File: config.mk
export PLATFORM = sky130hd
export DESIGN_NAME = voice_allocator
export DESIGN_NICKNAME = d
export VERILOG_FILES = /design/src/rtl/voice_allocator.sv
export SDC_FILE = /design/constraint.sdc
export NUM_CORES = 1
export LEC_CHECK = 0
export CORE_ASPECT_RATIO = 1.25
export CORE_MARGIN = 2
export CORE_UTILIZATION = 25
export DETAILED_ROUTE_END_ITERATION = 8
export GPL_TIMING_DRIVEN = 0
export PLACE_DENSITY = 0.52
export SYNTH_ARGS = -nofsm -noshare
export SYNTH_HDL_FRONTEND = slang
export SYNTH_SLANG_ARGS = --single-unit
File: constraint.sdc
create_clock -name clk -period 15 [get_ports clk]
set_input_delay 1.5 -clock clk [delete_from_list [all_inputs] [get_ports clk]]
set_output_delay 1.5 -clock clk [all_outputs]
set_load 0.05 [all_outputs]
File: src/rtl/voice_allocator.sv
// Polyphony controller: shares NUM_VOICES tone voices among NUM_KEYS keys.
// It scans one key per cycle, allocates or frees voices, and steals the oldest voice.
// Ports:
//   clk          system clock
//   reset        async active-high reset
//   KEYBOARD     debounced key levels, 1 = pressed
//   scale        current scale, latched per voice at allocation
//   voice_active 1 = voice is sounding
//   voice_key    key index per voice, voice v at [v*KW +: KW]
//   voice_scale  latched scale per voice, voice v at [v*3 +: 3]
//   steal        one-cycle pulse when an active voice is reassigned
module voice_allocator #(
    parameter int NUM_KEYS   = 13,
    parameter int NUM_VOICES = 4,
    parameter int AGE_W      = 4
) (
    input  logic                                       clk,
    input  logic                                       reset,
    input  logic [NUM_KEYS-1:0]                        KEYBOARD,
    input  logic [2:0]                                 scale,
    output logic [NUM_VOICES-1:0]                      voice_active,
    output logic [NUM_VOICES*$clog2(NUM_KEYS)-1:0]     voice_key,
    output logic [NUM_VOICES*3-1:0]                    voice_scale,
    output logic                                       steal
);

    localparam int KW = $clog2(NUM_KEYS);
    localparam int VW = (NUM_VOICES > 1) ? $clog2(NUM_VOICES) : 1;
    localparam logic [AGE_W-1:0] AGE_MAX = {AGE_W{1'b1}};
    localparam logic [KW-1:0] LAST_KEY = KW'(NUM_KEYS - 1);

    logic [KW-1:0]       scan_ptr;
    logic [NUM_KEYS-1:0] assigned;
    logic [NUM_KEYS-1:0] suppressed;
    logic [AGE_W-1:0]    age [NUM_VOICES];

    logic [VW-1:0]    hit_v;
    logic [VW-1:0]    free_v;
    logic [VW-1:0]    vic_v;
    logic [VW-1:0]    sel_v;
    logic [AGE_W-1:0] vic_age;
    logic [KW-1:0]    old_key;
    logic             free_ok;
    logic             key_down;
    logic             do_rel;
    logic             do_unsup;
    logic             do_alloc;

    always_comb begin
        hit_v   = '0;
        free_v  = '0;
        free_ok = 1'b0;
        vic_v   = '0;
        vic_age = '0;
        for (int v = 0; v < NUM_VOICES; v++) begin
            if (voice_active[v] && voice_key[v*KW +: KW] == scan_ptr)
                hit_v = VW'(v);
            if (!voice_active[v] && !free_ok) begin
                free_ok = 1'b1;
                free_v  = VW'(v);
            end
            // Strict compare keeps the lowest index on equal ages.
            if (age[v] > vic_age) begin
                vic_age = age[v];
                vic_v   = VW'(v);
            end
        end
        sel_v    = free_ok ? free_v : vic_v;
        old_key  = voice_key[sel_v*KW +: KW];
        key_down = KEYBOARD[scan_ptr];
        do_rel   = !key_down && assigned[scan_ptr];
        do_unsup = !key_down && suppressed[scan_ptr];
        do_alloc = key_down && !assigned[scan_ptr] && !suppressed[scan_ptr];
    end

    always_ff @(posedge clk or posedge reset) begin
        if (reset) begin
            scan_ptr     <= '0;
            assigned     <= '0;
            suppressed   <= '0;
            voice_active <= '0;
            voice_key    <= '0;
            voice_scale  <= '0;
            steal        <= 1'b0;
            for (int v = 0; v < NUM_VOICES; v++)
                age[v] <= '0;
        end else begin
            steal    <= 1'b0;
            scan_ptr <= (scan_ptr == LAST_KEY) ? '0 : scan_ptr + 1'b1;
            if (do_rel) begin
                voice_active[hit_v] <= 1'b0;
                assigned[scan_ptr]  <= 1'b0;
            end else if (do_unsup) begin
                suppressed[scan_ptr] <= 1'b0;
            end else if (do_alloc) begin
                // Stolen key must be released and re-pressed before it sounds again.
                if (!free_ok) begin
                    assigned[old_key]   <= 1'b0;
                    suppressed[old_key] <= 1'b1;
                    steal               <= 1'b1;
                end
                assigned[scan_ptr]            <= 1'b1;
                voice_active[sel_v]           <= 1'b1;
                voice_key[sel_v*KW +: KW]     <= scan_ptr;
                voice_scale[sel_v*3 +: 3]     <= scale;
                for (int v = 0; v < NUM_VOICES; v++) begin
                    if (VW'(v) == sel_v)
                        age[v] <= '0;
                    else if (voice_active[v] && age[v] != AGE_MAX)
                        age[v] <= age[v] + 1'b1;
                end
            end
        end
    end

endmodule

Word-level counts from Yosys, hierarchy flattened. Cells that the tools add are included.

Bitwise operators: 12. Shift operators: 5. Reductions and logical operators: 40. Add/subtract/negate cells: 7. Muxes and demuxes: 59. Magnitude comparators: 12. Eq/ne operators: 13. Multipliers: 1.

Operator list (number): $mux W13 (10); $neg A4 Y34 (2); $mux W4 (15); $and A13 B13 Y13 (3); $shift A3 B34 Y12 const A (1); $shift A4 B34 Y16 const A (1); $shiftx A3 B34 Y12 (1); $shiftx A4 B34 Y16 (1); $not A13 Y13 (2); $or A13 B13 Y13 (2); $add A4 B1 Y4 const B (5); $logic_and A1 B1 Y1 (18); $mux W1 (18); $bwmux W16 (1); $ne A4 B4 Y1 const B (4); $reduce_and A4 Y1 (4); $shiftx A16 B5 Y4 (1); $mux W2 (7); $bmux W1 S4 (3); $bwmux W12 (1); $eq A4 B4 Y1 (3); $gt A4 B4 Y1 (3); $reduce_bool A2 Y1 (6); $lt A4 B5 Y1 const B (2); 20 further kinds (35).

Output and inout bits: 33. Flip-flop bits (word level): 79. Logic and storage cells: 160.

Longest topological paths before layout.
Depth in word-level cells: 25. Depth in mapped cells: 31.

Worst setup path before layout. OpenSTA, ideal clock, no wires.

Kind: register to register. Start point: register age[12] (netlist name). End point: register voice_key[10]. Period minus slack after synthesis: 5182 ps. Slack: 9818 ps. Buffers on the path: 3. Cell stages (with the launch flop): 28. Arrival time: 5100 ps. Required time: 14917 ps. Cell sequence: dfrtp_1 inv_1 ha_1 and3_1 nor2_1 inv_1 ha_1 nand2b_1 a21oi_1 o21ai_0 mux2_2 ha_1 a41oi_1 nand2_1 nand2_1 o21ai_0 ha_1 a211oi_1 nand2_1 a21o_1 a22o_1 buf_4 buf_2 ha_1 and3_1 clkbuf_1 nand3_1 o21ai_0.

Word-level cells in the longest chain between the ends: 12. Elaborated cells on any way between the ends: 15. Those cells by class: add/sub: 1; order compare: 4; shift: 2; mux: 8.

RTL lines: start: declaration (RTL line 35) `logic [AGE_W-1:0] age [NUM_VOICES];`; start signal: indexed assignment (RTL line 110) `age[v] <= age[v] + 1'b1;`; $gt A4 B1 Y1 (RTL line 63) `if (age[v] > vic_age) begin`; $mux W4 (*) (RTL line 63); $gt A4 B4 Y1 (RTL line 63); $mux W4 (RTL line 63); $gt A4 B4 Y1 (RTL line 63); $mux W4 (RTL line 63); $gt A4 B4 Y1 (RTL line 63); $mux W2 (*) (RTL line 63); $mux W2 (*) (RTL line 68) `sel_v = free_ok ? free_v : vic_v;`; $neg A4 Y34 (*) (RTL line 104) `voice_key[sel_v*KW +: KW] <= scan_ptr;`; $shiftx A4 B34 Y16 / $shift A4 B34 Y16 (equally long branches) (RTL line 104); $bwmux W16 (*) (RTL line 104); end signal: indexed assignment (RTL line 104); end: declaration (RTL line 22) `output logic [NUM_VOICES*$clog2(NUM_KEYS)-1:0] voice_key,`.

Every way passes the cells marked *; elsewhere a longest branch is shown, timed or not. A chain may end at the register's enable or synchronous reset.

Worst setup path after layout.
Start point: register age[12] (netlist name). End point: register voice_key[0].

Same word-level chain as after synthesis.

==> run_results.csv <==
group,metric,value,unit
run_status,status,"finished, final reports clean",
clock_network,cts_resized,0,
min_path,hp-start,"voice_scale[10]$_DFFE_PP0P_",
clock_network,clockBufferDepth,2,
global_route,grt_max_degree,68,
clock_network,cts_tree,"done",
logic_synthesis,synth_fp_nets,583,
die,die_w,130,um
drt,drtIter0Drc,360,
clock_network,cts.clk_slew.worst_paths,0.06,ns
drt,drc,0,
min_path,hold_path_depth,2,
placed_design,placed_area,0.00579,mm2
critical_path,reg2reg_depth,26,
sta,slew_headroom,0.445,
die,die_y,161,um
global_route,grt_pass1_wl,24.0,mm
cells_and_area,final_nets,645,
sta,worst_pin_slew,0.820,ns
cells_and_area,utilization,0.313,
min_path,worstHoldEndpoint,"voice_scale[10]$_DFFE_PP0P_",
critical_path,endpoint_kind,"flip-flop",
cells_and_area,drive_gt1_frac,0.0873,
sta,setup_viol_count_final,0,
clock_network,cts_num_sinks,79,
clock_network,htree_levels,3,
critical_path,worstSetupPathType,"flip-flop to flip-flop",
drt,drtPass1Iterations,5,
drt,vias_per_cell,5.09,
sta,final_hold_viol_count,0,
global_route,grt_pass1_vias,4462,
clock_network,cts_buffers,9,
drt,ant_nets,0,
critical_path,rr_startpoint,"age[12]$_DFFE_PP0P_",
sta,finalSetupTns,0,ns
die,rows,57,
sta,rsz0062_at_grt,"false",
power,leakagePower,2.46,nW
critical_path,cp_max_fo,10,
critical_path,cp_slowest_cell,"a221oi_2",
placed_design,dp_hpwl,11.5,mm
placed_design,place_congestion,0.835,
logic_synthesis,ys_seq_elements,79,
critical_path,arrival,6.38,ns
critical_path,crit_buf_inv,5,
cells_and_area,syn2layout_area_growth,22.9,%
cells_and_area,final_area,0.00606,mm2
die,die_area,0.0209,mm2
sta,drv_slew,0,
logic_synthesis,yosys_warnings,0,
logic_synthesis,syn_area,0.00493,mm2
power,ir_worst_vdd,55.4,uV
cells_and_area,antennaDiodeCount,0,
die,core_area,0.0194,mm2
run,maxCapViolations,0,
critical_path,path_delay_family,"compound AO/OA/AOI/OAI gates",
critical_path,max_stage_delay,0.45,ns
cells_and_area,final_cell_mix,"nand2_1, dfrtp_1, o21ai_0",
cells_and_area,multi_input_area,0.00269,mm2
drt,dr_total_vias,4440,
placed_design,port_buffers,50,
cells_and_area,fillers,2034,
sta,min_period,6.14,ns
sta,fin_skew,0.00603,ns
critical_path,cp-start-kind,"flip-flop",
global_route,antenna_found_initial,0,
power,pwr_density_cell,160,mW/mm2
logic_synthesis,ys_types,63,
die,io_pins,51,
clock_network,holdBufCountCts,0,
cells_and_area,regArea,0.00198,mm2
min_path,hold_path.class,"flip-flop to flip-flop",
clock_network,cts_setup_buffers,0,
global_route,grt_use_total,0.147,
die,start_util,0.254,
clock_network,worstSkewPairLatency,0.34,ns
power,total_power,972,uW
clock_network,root_buffer,"clkbuf_16",
logic_synthesis,seq_area_frac_synth,0.401,
drt,drt_wl_total,14.9,mm
logic_synthesis,syn_inst,540,
global_route,overflow,0,
critical_path,worstPathRequired,15.25,ns
sta,fin_crit_sh,0.409,
logic_synthesis,synth-edff-count,0,
critical_path,critPathMostFrequentCell,"ha_1",
critical_path,reg2reg_to,"voice_key[0]$_DFFE_PP0P_",
drt,post_drt_wl_per_cell,17.1,um
sta,fmaxAchievable,0.163,GHz
logic_synthesis,syn_area_per_cell,9.13,um2
logic_synthesis,synthFlopType,"dfrtp_1",
logic_synthesis,synthArstFlopShare,1.00,
critical_path,ff2ff_setup_slack,8.86,ns
cells by family (layout without fill, tap and decap cells):
family	count (synthesis)	count (layout)	synth area share
and+or+nand+nor	182	182	0.174
AOI/OAI and AO/OA	158	158	0.208
DFF	79	79	0.401
buffers and inverters	58	125	0.0530
adders and majority gates	25	25	0.0634
muxes	25	25	0.0779
xor gates and xnor gates	13	13	0.0231
cell usage after synthesis (2+ instances only):
| library cell | instances | area share |
|---|---|---|
| a211oi_1 | 4 | 0.0061 |
| a21o_1 | 2 | 0.0030 |
| a21oi_1 | 13 | 0.013 |
| a221oi_1 | 2 | 0.0036 |
| a22o_1 | 4 | 0.0071 |
| a22oi_1 | 3 | 0.0046 |
| a31o_2 | 2 | 0.0036 |
| a31oi_1 | 6 | 0.0076 |
| a41oi_1 | 2 | 0.0036 |
| and2_1 | 4 | 0.0051 |
| and3_1 | 6 | 0.0076 |
| buf_2 | 8 | 0.0081 |
| buf_6 | 4 | 0.0091 |
| clkbuf_1 | 10 | 0.0076 |
| dfrtp_1 | 79 | 0.40 |
| ha_1 | 25 | 0.063 |
| inv_1 | 33 | 0.025 |
| mux2_2 | 8 | 0.018 |
| mux2i_1 | 8 | 0.016 |
| mux4_1 | 3 | 0.016 |
| mux4_2 | 6 | 0.027 |
| nand2_1 | 79 | 0.060 |
| nand2b_1 | 3 | 0.0038 |
| nand3_1 | 27 | 0.027 |
| nand3b_1 | 5 | 0.0076 |
| nand4_1 | 8 | 0.010 |
| nor2_1 | 26 | 0.020 |
| nor2_2 | 2 | 0.0025 |
| nor2b_1 | 2 | 0.0025 |
| nor3_1 | 8 | 0.0081 |
| nor4_1 | 4 | 0.0051 |
| o211ai_1 | 16 | 0.024 |
| o21a_1 | 2 | 0.0030 |
| o21ai_0 | 68 | 0.069 |
| o21ai_1 | 5 | 0.0051 |
| o22ai_1 | 3 | 0.0038 |
| o311ai_0 | 10 | 0.018 |
| o311ai_1 | 3 | 0.0053 |
| or4_1 | 2 | 0.0030 |
| xnor2_1 | 4 | 0.0071 |
| xor2_1 | 9 | 0.016 |
state kept, by name, indices dropped and copies added, names as in the netlist:
| name | flops |
|---|---|
| scan_ptr | 4 |
| voice_scale | 12 |
| voice_key | 16 |
| steal | 1 |
| assigned | 13 |
| voice_active | 4 |
| age | 16 |
| suppressed | 13 |
per-layer routing:
| layer | GRT usage | wire length, um | vias to the layer above | part of all wire |
|---|---|---|---|---|
| met5 | 0 | 0 | - | 0 |
| met4 | 0.0567 | 357 | 0 | 0.024 |
| met3 | 0.0189 | 438 | 26 | 0.029 |
| met2 | 0.262 | 7890 | 95 | 0.53 |
| met1 | 0.178 | 6260 | 2204 | 0.42 |
| li1 | - | - | 2115 | - |
worst max path at each step:
stage / start / endpoint / slack [ns] / cells past startpoint
5_1_grt: age[12]$_DFFE_PP0P_ / voice_key[0]$_DFFE_PP0P_ / 8.30 / 26
3_5_place_dp: age[12]$_DFFE_PP0P_ / voice_key[2]$_DFFE_PP0P_ / 8.98 / 26
3_3_place_gp: age[12]$_DFFE_PP0P_ / voice_key[0]$_DFFE_PP0P_ / 9.11 / 26
2_1_floorplan: age[12]$_DFFE_PP0P_ / voice_key[10]$_DFFE_PP0P_ / 9.82 / 27
4_1_cts: age[12]$_DFFE_PP0P_ / voice_key[2]$_DFFE_PP0P_ / 8.94 / 26
6_report: age[12]$_DFFE_PP0P_ / voice_key[0]$_DFFE_PP0P_ / 8.86 / 26
area by class of cell:
cell class | instances | share of cell area
multi-input cells | 403 | 0.444
flip-flops and latches | 79 | 0.326
repair buffers | 51 | 0.0871
well taps | 265 | 0.0547
clock buffers | 11 | 0.0384
plain buffers | 24 | 0.0221
inverters | 34 | 0.0215
clock inverters | 5 | 0.00578
worst register-to-register path, stage by stage, from the launching register on:
cell,delay [ns]
dfrtp_1,0.38
inv_1,0.09
ha_1,0.19
and3_1,0.19
nor2_1,0.14
inv_1,0.06
ha_1,0.29
nand2b_1,0.08
a21oi_1,0.07
o21ai_0,0.29
mux2_2,0.40
ha_1,0.28
a41oi_1,0.34
nand2_1,0.23
o21ai_0,0.26
ha_1,0.30
a211oi_1,0.30
nand2_1,0.15
a221oi_2,0.45
nor2_1,0.15
inv_1,0.27
ha_1,0.32
inv_1,0.17
nor2_1,0.23
buf_2,0.25
nand3_1,0.09
o21ai_0,0.10
through the flow:
stage	hold WS [ns]	cells	setup slack (ns)
after global routing	0.525	872	8.30
after global placement	0.475	855	9.11
final	0.491	872	8.86
after CTS	0.499	872	8.94
after floorplan	0.465	540	9.82
after detailed placement	0.485	856	8.98
power breakdown:
part / switching (mW) / leakage (nW) / internal (mW)
Clock: 0.0897 / 0.118 / 0.112
Combinational: 0.285 / 1.36 / 0.171
Sequential: 0.0548 / 0.981 / 0.260
(Power assumes the default switching activity.)
